**config.mk**
```make
export PLATFORM = sky130hd
export DESIGN_NAME = ddr4_rx_bitslip_align
export DESIGN_NICKNAME = d
export VERILOG_FILES = /design/src/rtl/ddr4_rx_bitslip_align.sv
export SDC_FILE = /design/constraint.sdc
export NUM_CORES = 1
export LEC_CHECK = 0
export ABC_CLOCK_PERIOD_IN_PS = 2600
export CAP_MARGIN = 20
export CORE_MARGIN = 5
export CORE_UTILIZATION = 51
export DETAILED_ROUTE_END_ITERATION = 12
export PLACE_DENSITY = 0.79
export SYNTH_ARGS = -nofsm -noshare
export SYNTH_HDL_FRONTEND = slang
export SYNTH_SLANG_ARGS = --single-unit
export TNS_END_PERCENT = 50
```
**constraint.sdc**
```tcl
create_clock -name FAB_CLK -period 2.6 [get_ports FAB_CLK]
set_clock_uncertainty 0.2 [all_clocks]
set_input_delay 0.78 -clock FAB_CLK [delete_from_list [all_inputs] [get_ports FAB_CLK]]
set_output_delay 0.78 -clock FAB_CLK [all_outputs]
set_load 0.05 [all_outputs]
```
**src/rtl/ddr4_rx_bitslip_align.sv**
```systemverilog
// Receive word aligner: slips the input IOD until PATTERN is seen MATCH_COUNT times in a row,
// then flags lock, passes data through and counts post-lock word errors (saturating).
module ddr4_rx_bitslip_align #(
  parameter logic [3:0] PATTERN     = 4'b0011,
  parameter int         MATCH_COUNT = 16,
  parameter int         SLIP_WAIT   = 4
) (
  input  logic       FAB_CLK,
  input  logic       ARST,
  input  logic       START,
  input  logic [3:0] RX_DATA_0,
  output logic       RX_BIT_SLIP,
  output logic       BUSY,
  output logic       LOCKED,
  output logic       FAIL,
  output logic [1:0] SLIP_CNT,
  output logic [7:0] ERR_CNT,
  output logic [3:0] DATA_OUT,
  output logic       DATA_VALID
);

  localparam int MW = $clog2(MATCH_COUNT + 1);
  localparam int WW = $clog2(SLIP_WAIT + 1);

  typedef enum logic [2:0] {
    S_IDLE, S_CHECK, S_SLIP, S_WAIT, S_LOCKED, S_FAIL
  } state_t;

  state_t        state_q, state_d;
  logic [MW-1:0] match_q, match_d;
  logic [WW-1:0] wait_q, wait_d;
  logic [1:0]    slip_cnt_d;
  logic [7:0]    err_cnt_d;
  logic          slip_pulse_d;
  logic          hit;

  assign hit = (RX_DATA_0 == PATTERN);

  always_comb begin
    state_d      = state_q;
    match_d      = match_q;
    wait_d       = wait_q;
    slip_cnt_d   = SLIP_CNT;
    err_cnt_d    = ERR_CNT;
    slip_pulse_d = 1'b0;
    case (state_q)
      S_IDLE, S_LOCKED, S_FAIL: begin
        if (START) begin
          state_d    = S_CHECK;
          match_d    = '0;
          slip_cnt_d = 2'd0;
          err_cnt_d  = 8'd0;
        end else if (state_q == S_LOCKED && !hit && ERR_CNT != 8'hFF) begin
          err_cnt_d = ERR_CNT + 8'd1;
        end
      end
      S_CHECK: begin
        if (hit) begin
          match_d = match_q + MW'(1);
          if (match_q == MW'(MATCH_COUNT - 1)) state_d = S_LOCKED;
        end else if (SLIP_CNT != 2'd3) begin
          state_d = S_SLIP;
        end else begin
          state_d = S_FAIL;
        end
      end
      S_SLIP: begin
        // Pulse is registered on the way out of SLIP, so it lands one cycle after the mismatch edge.
        slip_pulse_d = 1'b1;
        slip_cnt_d   = SLIP_CNT + 2'd1;
        wait_d       = WW'(SLIP_WAIT - 1);
        state_d      = S_WAIT;
      end
      S_WAIT: begin
        if (wait_q == '0) begin
          state_d = S_CHECK;
          match_d = '0;
        end else begin
          wait_d = wait_q - WW'(1);
        end
      end
      default: state_d = S_IDLE;
    endcase
  end

  always_ff @(posedge FAB_CLK or posedge ARST) begin
    if (ARST) begin
      state_q     <= S_IDLE;
      match_q     <= '0;
      wait_q      <= '0;
      SLIP_CNT    <= 2'd0;
      ERR_CNT     <= 8'd0;
      RX_BIT_SLIP <= 1'b0;
      BUSY        <= 1'b0;
      LOCKED      <= 1'b0;
      FAIL        <= 1'b0;
      DATA_VALID  <= 1'b0;
      DATA_OUT    <= 4'd0;
    end else begin
      state_q     <= state_d;
      match_q     <= match_d;
      wait_q      <= wait_d;
      SLIP_CNT    <= slip_cnt_d;
      ERR_CNT     <= err_cnt_d;
      RX_BIT_SLIP <= slip_pulse_d;
      BUSY        <= (state_d == S_CHECK) || (state_d == S_SLIP) || (state_d == S_WAIT);
      LOCKED      <= (state_d == S_LOCKED);
      FAIL        <= (state_d == S_FAIL);
      DATA_VALID  <= (state_d == S_LOCKED);
      DATA_OUT    <= RX_DATA_0;
    end
  end

endmodule

```
---- Word-level counts from Yosys, hierarchy flattened ----
Index checks and enable logic that the tools add are counted.
operators by class
  add/subtract/negate cells ............... 4
  multipliers ............................. 0
  divide/modulo/power cells ............... 0
  magnitude comparators ................... 0
  equal/unequal tests ..................... 18
  shift-type cells ........................ 0
  mux-type cells .......................... 17
  bitwise gates (word level) .............. 0
  reductions and logical operators ........ 16
operators with widths
  cell                   count
  $mux W3                6
  $mux W8                2
  $mux W5                3
  $pmux W5 S3            1
  $eq A3 B2 Y1 const B   4
  $eq A3 B3 Y1 const B   4
  $pmux W3 S4            1
  $ne A2 B2 Y1 const B   5
  $add A8 B1 Y8 const B  1
  $ne A8 B8 Y1 const B   1
  $eq A3 B1 Y1 const B   2
  $logic_not A3 Y1       2
  $pmux W3 S2            1
  $reduce_and A2 Y1      3
  $reduce_bool A2 Y1     3
  $add A5 B1 Y5 const B  1
  $eq A5 B4 Y1 const B   1
  $eq A4 B2 Y1 const B   1
  $pmux W2 S2            1
  $reduce_and A4 Y1      1
  $reduce_bool A3 Y1     1
  $reduce_or A3 Y1       1
  $sub A3 B1 Y3 const B  1
  $add A2 B1 Y2 const B  1
  other kinds (5)        7
storage, ports and cells
  flip-flop bits (word level) ............. 29
  bits in latches ......................... 0
  bits in writable memories ............... 0
  memory bits (read-only) ................. 0
  input port bits ......................... 7
  memories kept ........................... 0

---- Longest topological paths before layout ----
  word-level depth ........................ 7
  mapped depth ............................ 6
  depth with buffers taken out ............ 6

---- Worst setup path before layout ----
No wires, ideal clock.
  kind .................................... input -> register
  start ................................... input RX_DATA_0[2]
  end ..................................... register ERR_CNT[7]
  data arrival time ....................... 1.806 ns
  required time ........................... 2.322 ns
  slack ................................... 0.516 ns
  stages .................................. 5
  path through ............................ nand4bb_1 buf_2 o211ai_4 or4_1 a21oi_1
on the way
  longest elaborated chain between the ends .. 6
RTL lines
  item                               RTL line  text
  from (decl)                        11        input logic [3:0] RX_DATA_0,
  $eq A4 B2 Y1                       37        assign hit = (RX_DATA_0 == PATTERN);
  $logic_not A1 Y1                   53        end else if (state_q == S_LOCKED && !hit && ERR_CNT != 8'hFF) begin
  $logic_and A1 B1 Y1 (2 in series)  53
  $reduce_bool A2 Y1 (no line)       n/a
  $reduce_and A2 Y1 (no line)        n/a
  to (signal assigned)               104       ERR_CNT <= err_cnt_d;
  to (decl)                          17        output logic [7:0] ERR_CNT,
No other way between the ends.
A chain may end at the register's enable or synchronous reset.

---- Worst setup path in the final report ----
  start ................................... register SLIP_CNT[0]
  end ..................................... output SLIP_CNT[0]
RTL lines
  item                    RTL line  text
  from (decl)             16        output logic [1:0] SLIP_CNT,
  from (signal assigned)  103       SLIP_CNT <= slip_cnt_d;
No word-level cell between the ends.

==> metrics <==
crit-path cells=clkdlybuf4s50_1; number of buffer and inverter stages on the critical path=1; summed negative setup slack over all endpoints=0 ps; total nets after synthesis=approximately 150; synthesis-stage register bit count=29; Slew Limit Fails=0; share of the synthesized area in the top cell type=50.0%; post-synthesis instance total=around 140; CTS Root Buffer Type=sky130_fd_sc_hd__clkbuf_4; number of flops mapped to enable cells by yosys=0; Die H=between 60 and 70 um; Critical Path Sink Type=output pin; Synth Cell Area=approximately 0.0015 sq mm; weighted congestion reported at the end of routability-driven placement=between 0.8 and 0.9; measured slew at the worst slew-check pin=around 580 ps; initial core utilization=between 50% and 60%; number of buffers between clock root and the deepest sink=2; maximum ir drop on the vdd rail=878 uV; Final period util=a little over nine tenths; wire per inst=approximately 15 um; starting DRC count in detailed routing=31; number of distinct library cells after synthesis=45; count leader, synth=sky130_fd_sc_hd__dfrtp_1; IO Pins=26; clock edge transition at the registers on the reported setup and hold paths=approximately 80 ps; first-pass GRT wire length=4950 um; final setup fails=0; grt total ovfl=0; Yosys warnings=0; data required time at the worst endpoint=between 1500 and 2000 ps; initial antenna violation count=0; number of vias per cell after detailed routing=approximately 5.6; non-filler cells, final=just over 200; filler instances=between 200 and 250; placement-stage cell area=about 0.0018 sq mm; list of most frequent post-synthesis cells=29 x sky130_fd_sc_hd__dfrtp_1, 9 x sky130_fd_sc_hd__nand2_1, 9 x sky130_fd_sc_hd__nor2_1; final antenna-violating net count=0; count of buffers added by post-CTS timing repair for setup=0; worst-path maximum fanout=3; worst setup slack before clock tree synthesis=-23.5 ps; master of the slowest instance on the critical path=sky130_fd_sc_hd__clkdlybuf4s50_1; proportion of register bits with asynchronous set or reset after synthesis=100%; pin count of the biggest net entering global routing=22; Worst-Skew Late Latency=between 300 and 400 ps; critical path launch point type=flop; arrival time of the worst setup path=about 1600 ps; Period minus WS final=about 2500 ps; Post-CTS Hold Fix Bufs=0; area of the placeable core=~0.0027 sq mm; classification of the worst setup path=reg2out; result of the run=finished, final reports clean; P per Cell Area=840 mW/mm^2; dominant cells by area after synthesis=sky130_fd_sc_hd__dfrtp_1 50%, sky130_fd_sc_hd__ha_1 5.2%, sky130_fd_sc_hd__a21oi_1 2.4%, sky130_fd_sc_hd__o21ai_0 2.4%, sky130_fd_sc_hd__nand2_1 2.3%; maximum achievable frequency=0.395 GHz; CTS-repair resized insts=1; fin area=between 0.0015 and 0.002 sq mm; vias in the first global route=1019; max-capacitance violation count=0; type of the worst min-delay path=reg2reg; All-Layer GR Usage=between 15 and 20%; placement row count=19; total number of clock tree sinks=29; DP HPWL=roughly 2200 um; sequential cell area fraction in the yosys report=around half; final worst setup slack=about 70 ps; diode insertion count for antenna repair=0; number of cells after detailed placement=about 200; number of H-tree levels=2; unrepaired setup endpoints after global routing=no; floorplan die area=0.00402 sq mm; Final #Nets=between 150 and 200; total clock buffers created by CTS=5; die extent in x=63.4 um; leading register cell type out of synthesis=sky130_fd_sc_hd__dfrtp_1; CTS tree=built; layout cell share with drive strength beyond 1=12.3%; number of buffers inserted by port buffering=25; Synth Area per Inst=10.5 sq um; leakage=0.922 nW; DRC Markers=0; hold violation total from the final report=0; detailed-routing iteration count for the pre-antenna-repair pass=4; category of cells accounting for the largest share of critical-path delay=buffers and inverters; vias=1129; post-synthesis to final-layout area growth=26.5%; largest stage delay on the critical path=830 ps; worst-case headroom to the max-slew limit=between 60% and 70%; post-synth top area cell=sky130_fd_sc_hd__dfrtp_1; detailed-route wire length=about 3000 um
==> cells in the final DEF (no fill, tap or decap), types with 4 or more instances in the layout <==
| master | count |
|---|---|
| sky130_fd_sc_hd__a21oi_1 | 7 |
| sky130_fd_sc_hd__buf_4 | 5 |
| sky130_fd_sc_hd__clkbuf_4 | 5 |
| sky130_fd_sc_hd__clkdlybuf4s50_1 | 19 |
| sky130_fd_sc_hd__dfrtp_1 | 29 |
| sky130_fd_sc_hd__dlymetal6s2s_1 | 5 |
| sky130_fd_sc_hd__ha_1 | 6 |
| sky130_fd_sc_hd__inv_1 | 8 |
| sky130_fd_sc_hd__nand2_1 | 9 |
| sky130_fd_sc_hd__nand2b_1 | 4 |
| sky130_fd_sc_hd__nand3_1 | 5 |
| sky130_fd_sc_hd__nor2_1 | 9 |
| sky130_fd_sc_hd__o21ai_0 | 7 |
| sky130_fd_sc_hd__or3_1 | 4 |
==> routing by layer <==
metal,part of all wire (%),global-route usage (%),up-vias
li1,-,-,556
met1,45,19.4,540
met2,48,24.5,27
met3,4.8,6.04,6
met4,2.2,8.57,0
met5,0,0,-
==> sequential cells by signal, indices dropped and copies added, names as in the netlist <==
register	flops
BUSY	1
state_q	3
ERR_CNT	8
SLIP_CNT	2
wait_q	3
DATA_VALID	1
match_q	5
FAIL	1
RX_BIT_SLIP	1
DATA_OUT	4
==> final cells by class <==
class / count / area [sq um] / area share (%)
inverter: 8 / 30.0 / 1.63
tap: 31 / 38.8 / 2.11
sequential: 29 / 726 / 39.5
clock buffer: 7 / 55.1 / 3.00
multi-input combinational: 96 / 669 / 36.4
timing repair buffer: 31 / 319 / 17.4
==> worst register-to-register path, stage by stage (launching register included) <==
cell and delay (ps):
sky130_fd_sc_hd__dfrtp_1 550, sky130_fd_sc_hd__nor3b_1 570, sky130_fd_sc_hd__a311oi_1 170, sky130_fd_sc_hd__buf_4 190
sky130_fd_sc_hd__a211oi_1 230
==> stage by stage <==
| step | hold WS [ps] | power [mW] | utilization [%] |
|---|---|---|---|
| 5_1_grt | 363 | 1.65 | 67.2 |
| 3_3_place_gp | 290 | 1.24 | 64.8 |
| 4_1_cts | 324 | 1.55 | 66.8 |
| 2_1_floorplan | 272 | 1.08 | - |
| 6_report | 325 | 1.54 | 67.2 |
| 3_5_place_dp | 313 | 1.27 | 64.8 |
==> kinds of logic (layout without fill, tap and decap cells) <==
logic type | after synthesis | count (layout) | share of synthesized area, %
buffers and inverters | 13 | 46 | 3.96
AND/OR/NAND/NOR | 55 | 55 | 22.8
multiplexers | 5 | 5 | 3.62
AO/OA/AOI/OAI | 27 | 27 | 12.7
adder cells (fa/ha/maj) | 6 | 6 | 5.17
XOR/XNOR | 3 | 3 | 1.81
flip-flops | 29 | 29 | 50.0
==> where the power goes <==
part           total (mW)  switching (mW)  internal (mW)
registers           0.642           0.100          0.541
logic               0.630           0.373          0.257
clock network       0.272           0.145          0.127
==> worst paths after layout <==
kind / start / endpoint / slack, ps / cells after the start
worst max-delay path: SLIP_CNT[0] / SLIP_CNT[0] / 70 / 1
worst min-delay path: match_q[0] / match_q[0] / 330 / 1
worst max register to register: state_q[1] / BUSY / 600 / 4
worst min register to register: match_q[0] / match_q[0] / 330 / 1
max in group asynchronous: ARST / BUSY / 1220 / 3
min in group asynchronous: ARST / ERR_CNT[4] / 540 / 2
Power figures use the tool's default switching activity.
==> variant 1 (config.mk and constraints unchanged) <==
Re-encode `state_t` (6 states) as one-hot, 6 bits wide.
--- a/src/rtl/ddr4_rx_bitslip_align.sv
+++ b/src/rtl/ddr4_rx_bitslip_align.sv
@@ -22,8 +22,8 @@
   localparam int MW = $clog2(MATCH_COUNT + 1);
   localparam int WW = $clog2(SLIP_WAIT + 1);
 
-  typedef enum logic [2:0] {
-    S_IDLE, S_CHECK, S_SLIP, S_WAIT, S_LOCKED, S_FAIL
+  typedef enum logic [5:0] {
+    S_IDLE = 6'b000001, S_CHECK = 6'b000010, S_SLIP = 6'b000100, S_WAIT = 6'b001000, S_LOCKED = 6'b010000, S_FAIL = 6'b100000
   } state_t;
 
   state_t        state_q, state_d;
Behaviour: no difference found for any inputs over 10 cycles, from zero or initial values and one cycle with ARST high; not proved beyond that.
==> variant 1 against the unedited design <==
- cell area increased by 12%
- routed wire length grew 14%
- largest power group is now combinational logic
- area after synthesis rose by 7.8%
- count of clock-buffer cells in the layout fell by 1
- largest cell class unchanged
- setup slack worse by 0.036 ns
- clock power up 33%
- utilization increased by 1.2 points
- maximum frequency fell by 1.4%
- first-iteration DRC count grew 130%
- global-route usage rose by 2.8 points
- synthesized cell count rose by 12%
- total power rose by 9.8%
- sequential cell count increased by 3
==> variant 1: results (changes against the unedited design) <==
| Metric | Value |
|---|---|
| Slowest stage delay, CP | `0.56 ns (-0.27 ns)` |
| Worst Max-Slew Pin Slew | `0.548 ns (-0.0338 ns)` |
| Placer Congestion | `0.856 (+6.3%)` |
| Top cells by count, synth | `dfrtp_1 (31), nor2_1 (20), o21ai_0 (13)` |
| Peak VDD IR | `0.000617 V (-30%)` |
| Clock Buffer Count | `6 (-1)` |
| Hold Path End | `wait_q[0]` |
| Final HPWL DP | `2560 um (+16%)` |
| Placed Area | `1910 um2 (+8.0%)` |
| Mapped Cells | `154 (+12%)` |
| First-pass GRT wire length | `6130 um (+24%)` |
| Multi-input logic area | `746 um2 (+11%)` |
| DP Worst Slack | `-0.355 ns (-0.332 ns)` |
| Worst R2R Path Depth | `5 (+1)` |
| Synthesized net count | `167 (+11%)` |
| Critical path's slowest cell | `or4_4` |
| Wl on met1 | `1420 um (+5.2%)` |
| Non-CTS buffers | `38 (+23%)` |
| Routed len/inst | `15.2 um (+1.1%)` |
| Area grow syn2layout | `31.2%` |
| Run status | `completed` |
| Critical path origin | `state_q[1]` |
| Min Hold Slack | `0.292 ns (-0.0333 ns)` |
| Filler cell count in the final layout | `221 (+5.2%)` |
| Largest net degree at the start of global routing | `33 (+50%)` |
| Final WL | `3440 um (+14%)` |
| Detailed-route via count | `1327 (+18%)` |
| Met1 usage | `22.0% (+2.5 points)` |
| CP endpoint kind | `flop` |
| DRT iter0 DRCs | `71 (+130%)` |
| Seq/Total Area, Yosys | `51.2% (+1.2 points)` |
| Multi-input gates | `110 (+15%)` |
| Sequential power share | `38.1% (-3.5 points)` |
| Post-CTS sizing | `3 (+2)` |
| Seq. cell area | `802 um2 (+11%)` |
| Multi-input combinational area share | `36.3% (-0.12 points)` |
| Synth area leaders | `dfrtp_1 (50%), ha_1 (4.8%), nor2_1 (4.8%), o21ai_0 (4.2%), xnor2_1 (3.4%)` |
| Seq. pwr | `0.646 mW (+0.6%)` |
| Ratio of cells with drive above 1 in the final layout | `17.0% (+4.7 points)` |
| Yosys top cell area share | `49.5% (-0.44 points)` |
-- variant 1: cell types whose count changed after synthesis, moves of 3 or more --
cell / unedited run / this run
a21oi_1: 7 / 4
xnor2_1: 1 / 6
nor4_1: 1 / 4
or3_1: 4 / 1
nand2b_1: 4 / 0
nor2_1: 9 / 20
a32o_1: 0 / 3
nor3_1: 1 / 5
o21ai_0: 7 / 13
-- variant 1: kinds of logic (layout without fill, tap and decap cells) --
family	Yosys count	in the layout	share of synthesized area, %
xor gates and xnor gates	8	8	4.47
AOI/OAI and AO/OA	33	33	13.7
muxes	2	2	1.28
DFF	32	32	51.2
buffers and inverters	12	52	3.51
adders and majority gates	6	6	4.79
and+or+nand+nor	61	61	21.0
-- variant 1: worst register-to-register path: stages (launching register included) --
cell and delay (ns):
dfrtp_1 0.39, or4_4 0.56, or3b_4 0.40, a311o_1 0.37, or2_4 0.26, a211o_1 0.29
==> variant 2 (config.mk and constraints unchanged) <==
Without the edit above. The parameter `MATCH_COUNT` goes from 16 to 32.
--- a/src/rtl/ddr4_rx_bitslip_align.sv
+++ b/src/rtl/ddr4_rx_bitslip_align.sv
@@ -2,7 +2,7 @@
 // then flags lock, passes data through and counts post-lock word errors (saturating).
 module ddr4_rx_bitslip_align #(
   parameter logic [3:0] PATTERN     = 4'b0011,
-  parameter int         MATCH_COUNT = 16,
+  parameter int         MATCH_COUNT = 32,
   parameter int         SLIP_WAIT   = 4
 ) (
   input  logic       FAB_CLK,
Check against the original RTL: no difference found for any inputs over 10 cycles, from zero or initial values and one cycle with ARST high; that may be too few to reach the edited logic, so the function may still have changed.
==> variant 2 against the unedited design <==
- area after synthesis rose by 5.7%
- die area up 4.8%
- total power fell by 9.6%
- sequential cell count up 1
- via count increased by 9.3%
- utilization is 3.2 points lower
- cell area rose by 3.7%
- setup slack lost 0.0018 ns
- non-clock buffer count is 1 higher
- routed wire length increased by 0.36%
- critical path type unchanged
- largest power group unchanged
- highest routed layer unchanged
==> variant 2: results (changes against the unedited design) <==
| Metric | Value |
|---|---|
| GRT Total Usage | `16.8% (+0.80 points)` |
| Routed len/inst | `13.9 um (-7.0%)` |
| Peak VDD IR | `0.000492 V (-44%)` |
| Top cells by count, synth | `dfrtp_1 (30), nor2_1 (15), o21ai_0 (11)` |
| CTS Buf Count | `5 (unchanged)` |
| Synth area leaders | `dfrtp_1 (49%), ha_1 (4.1%), nor2_1 (3.7%), o21ai_0 (3.6%), xor2_1 (2.9%)` |
| Max FO, Critical Path | `5 (+2)` |
| Synth Area per Inst | `10.2 um2 (-3.4%)` |
| Root Driver | `clkbuf_4` |
| Seq/Total Area, Yosys | `48.9% (-1.1 points)` |
| Post-Syn Area | `1540 um2 (+5.7%)` |
| Synthesized net count | `163 (+7.9%)` |
| Post-CTS sizing | `0 (-1)` |
| Final WL | `3040 um (+0.36%)` |
| Clk_lat worst skew | `0.32 ns (about the same)` |
| Ratio of cells with drive above 1 in the final layout | `9.73% (-2.6 points)` |
| H-tree Lvls | `2 (unchanged)` |
| Worst min-delay path class | `reg2reg` |
| Slew Limit Headroom | `63.7% (+2.6 points)` |
| Nets | `197 (+7.1%)` |
| Yosys Warn Count | `0 (unchanged)` |
| WP data arrival | `1.55 ns (about the same)` |
| Top flop regs | `ERR_CNT (8), match_q (6), DATA_OUT (4)` |
| Vias in the first global route | `1282 (+26%)` |
| Diode count | `0 (unchanged)` |
| First-pass GRT wire length | `5500 um (+11%)` |
| Largest net degree at the start of global routing | `31 (+41%)` |
| Filler cell count in the final layout | `252 (+20%)` |
| Netlist cell types | `35 (-22%)` |
| Placed cells | `211 (+8.2%)` |
| Final HPWL DP | `2290 um (+3.7%)` |
| DRT iter0 DRCs | `65 (+110%)` |
| Placed Area | `1850 um2 (+4.2%)` |
| Slowest stage delay, CP | `0.82 ns` |
| Run status | `completed` |
| DP Worst Slack | `0.0182 ns (+0.0418 ns)` |
| Placer Congestion | `0.834 (+3.5%)` |
| Vias/cell | `5.66 (+1.3%)` |
| Async set-or-reset flop fraction in the synthesized netlist | `100% (unchanged)` |
| Setup tns final | `0 ns (unchanged)` |
| Static Leak | `0.958 nW (+3.9%)` |
-- variant 2: changes by cell type after synthesis, moves of 3 or more --
cell / change
nor2_1: +6
o21ai_0: +4
o211a_1: +3
xor2_1: +3
-- variant 2: report_power, final --
group,internal [mW],leakage (nW),switching [mW]
clock,0.102,0.0254,0.143
combinational,0.216,0.553,0.310
sequential,0.543,0.380,0.0837
total,0.860,0.958,0.536
-- variant 2: path summary, 6_finish.rpt --
path,start,endpoint,slack (ns),cells after the start
worst max register to register,state_q[0],FAIL,0.65,4
worst min-delay path,match_q[4],match_q[4],0.36,2
worst min register to register,match_q[4],match_q[4],0.36,2
max in group asynchronous,ARST,FAIL,1.29,3
worst max-delay path,ERR_CNT[6],ERR_CNT[6],0.07,1
min in group asynchronous,ARST,match_q[2],0.62,3
-- variant 2: layer usage --
layer,up-vias,part of all wire (%),track usage (%)
met5,-,0,0
met4,0,2.0,8.44
met3,6,4.8,4.68
met1,596,43,19.1
met2,25,50,28.7
li1,607,-,-
-- variant 2: area by class of cell --
type                            instances  area (um2)  area share [%]
Tap cell                               33        41.3            2.17
Sequential cell                        30         751            39.4
Timing Repair Buffer                   32         318            16.7
Multi-Input combinational cell        107         718            37.7
Inverter                                9        33.8            1.77
Clock buffer                            7        45.0            2.36
-- variant 2: cells by family after synthesis --
kind of cell	synth area share, %
AOI/OAI and AO/OA	13.8
and+or+nand+nor	22.6
muxes	3.50
DFF	48.9
adders and majority gates	4.07
xor gates and xnor gates	2.85
buffers and inverters	4.32
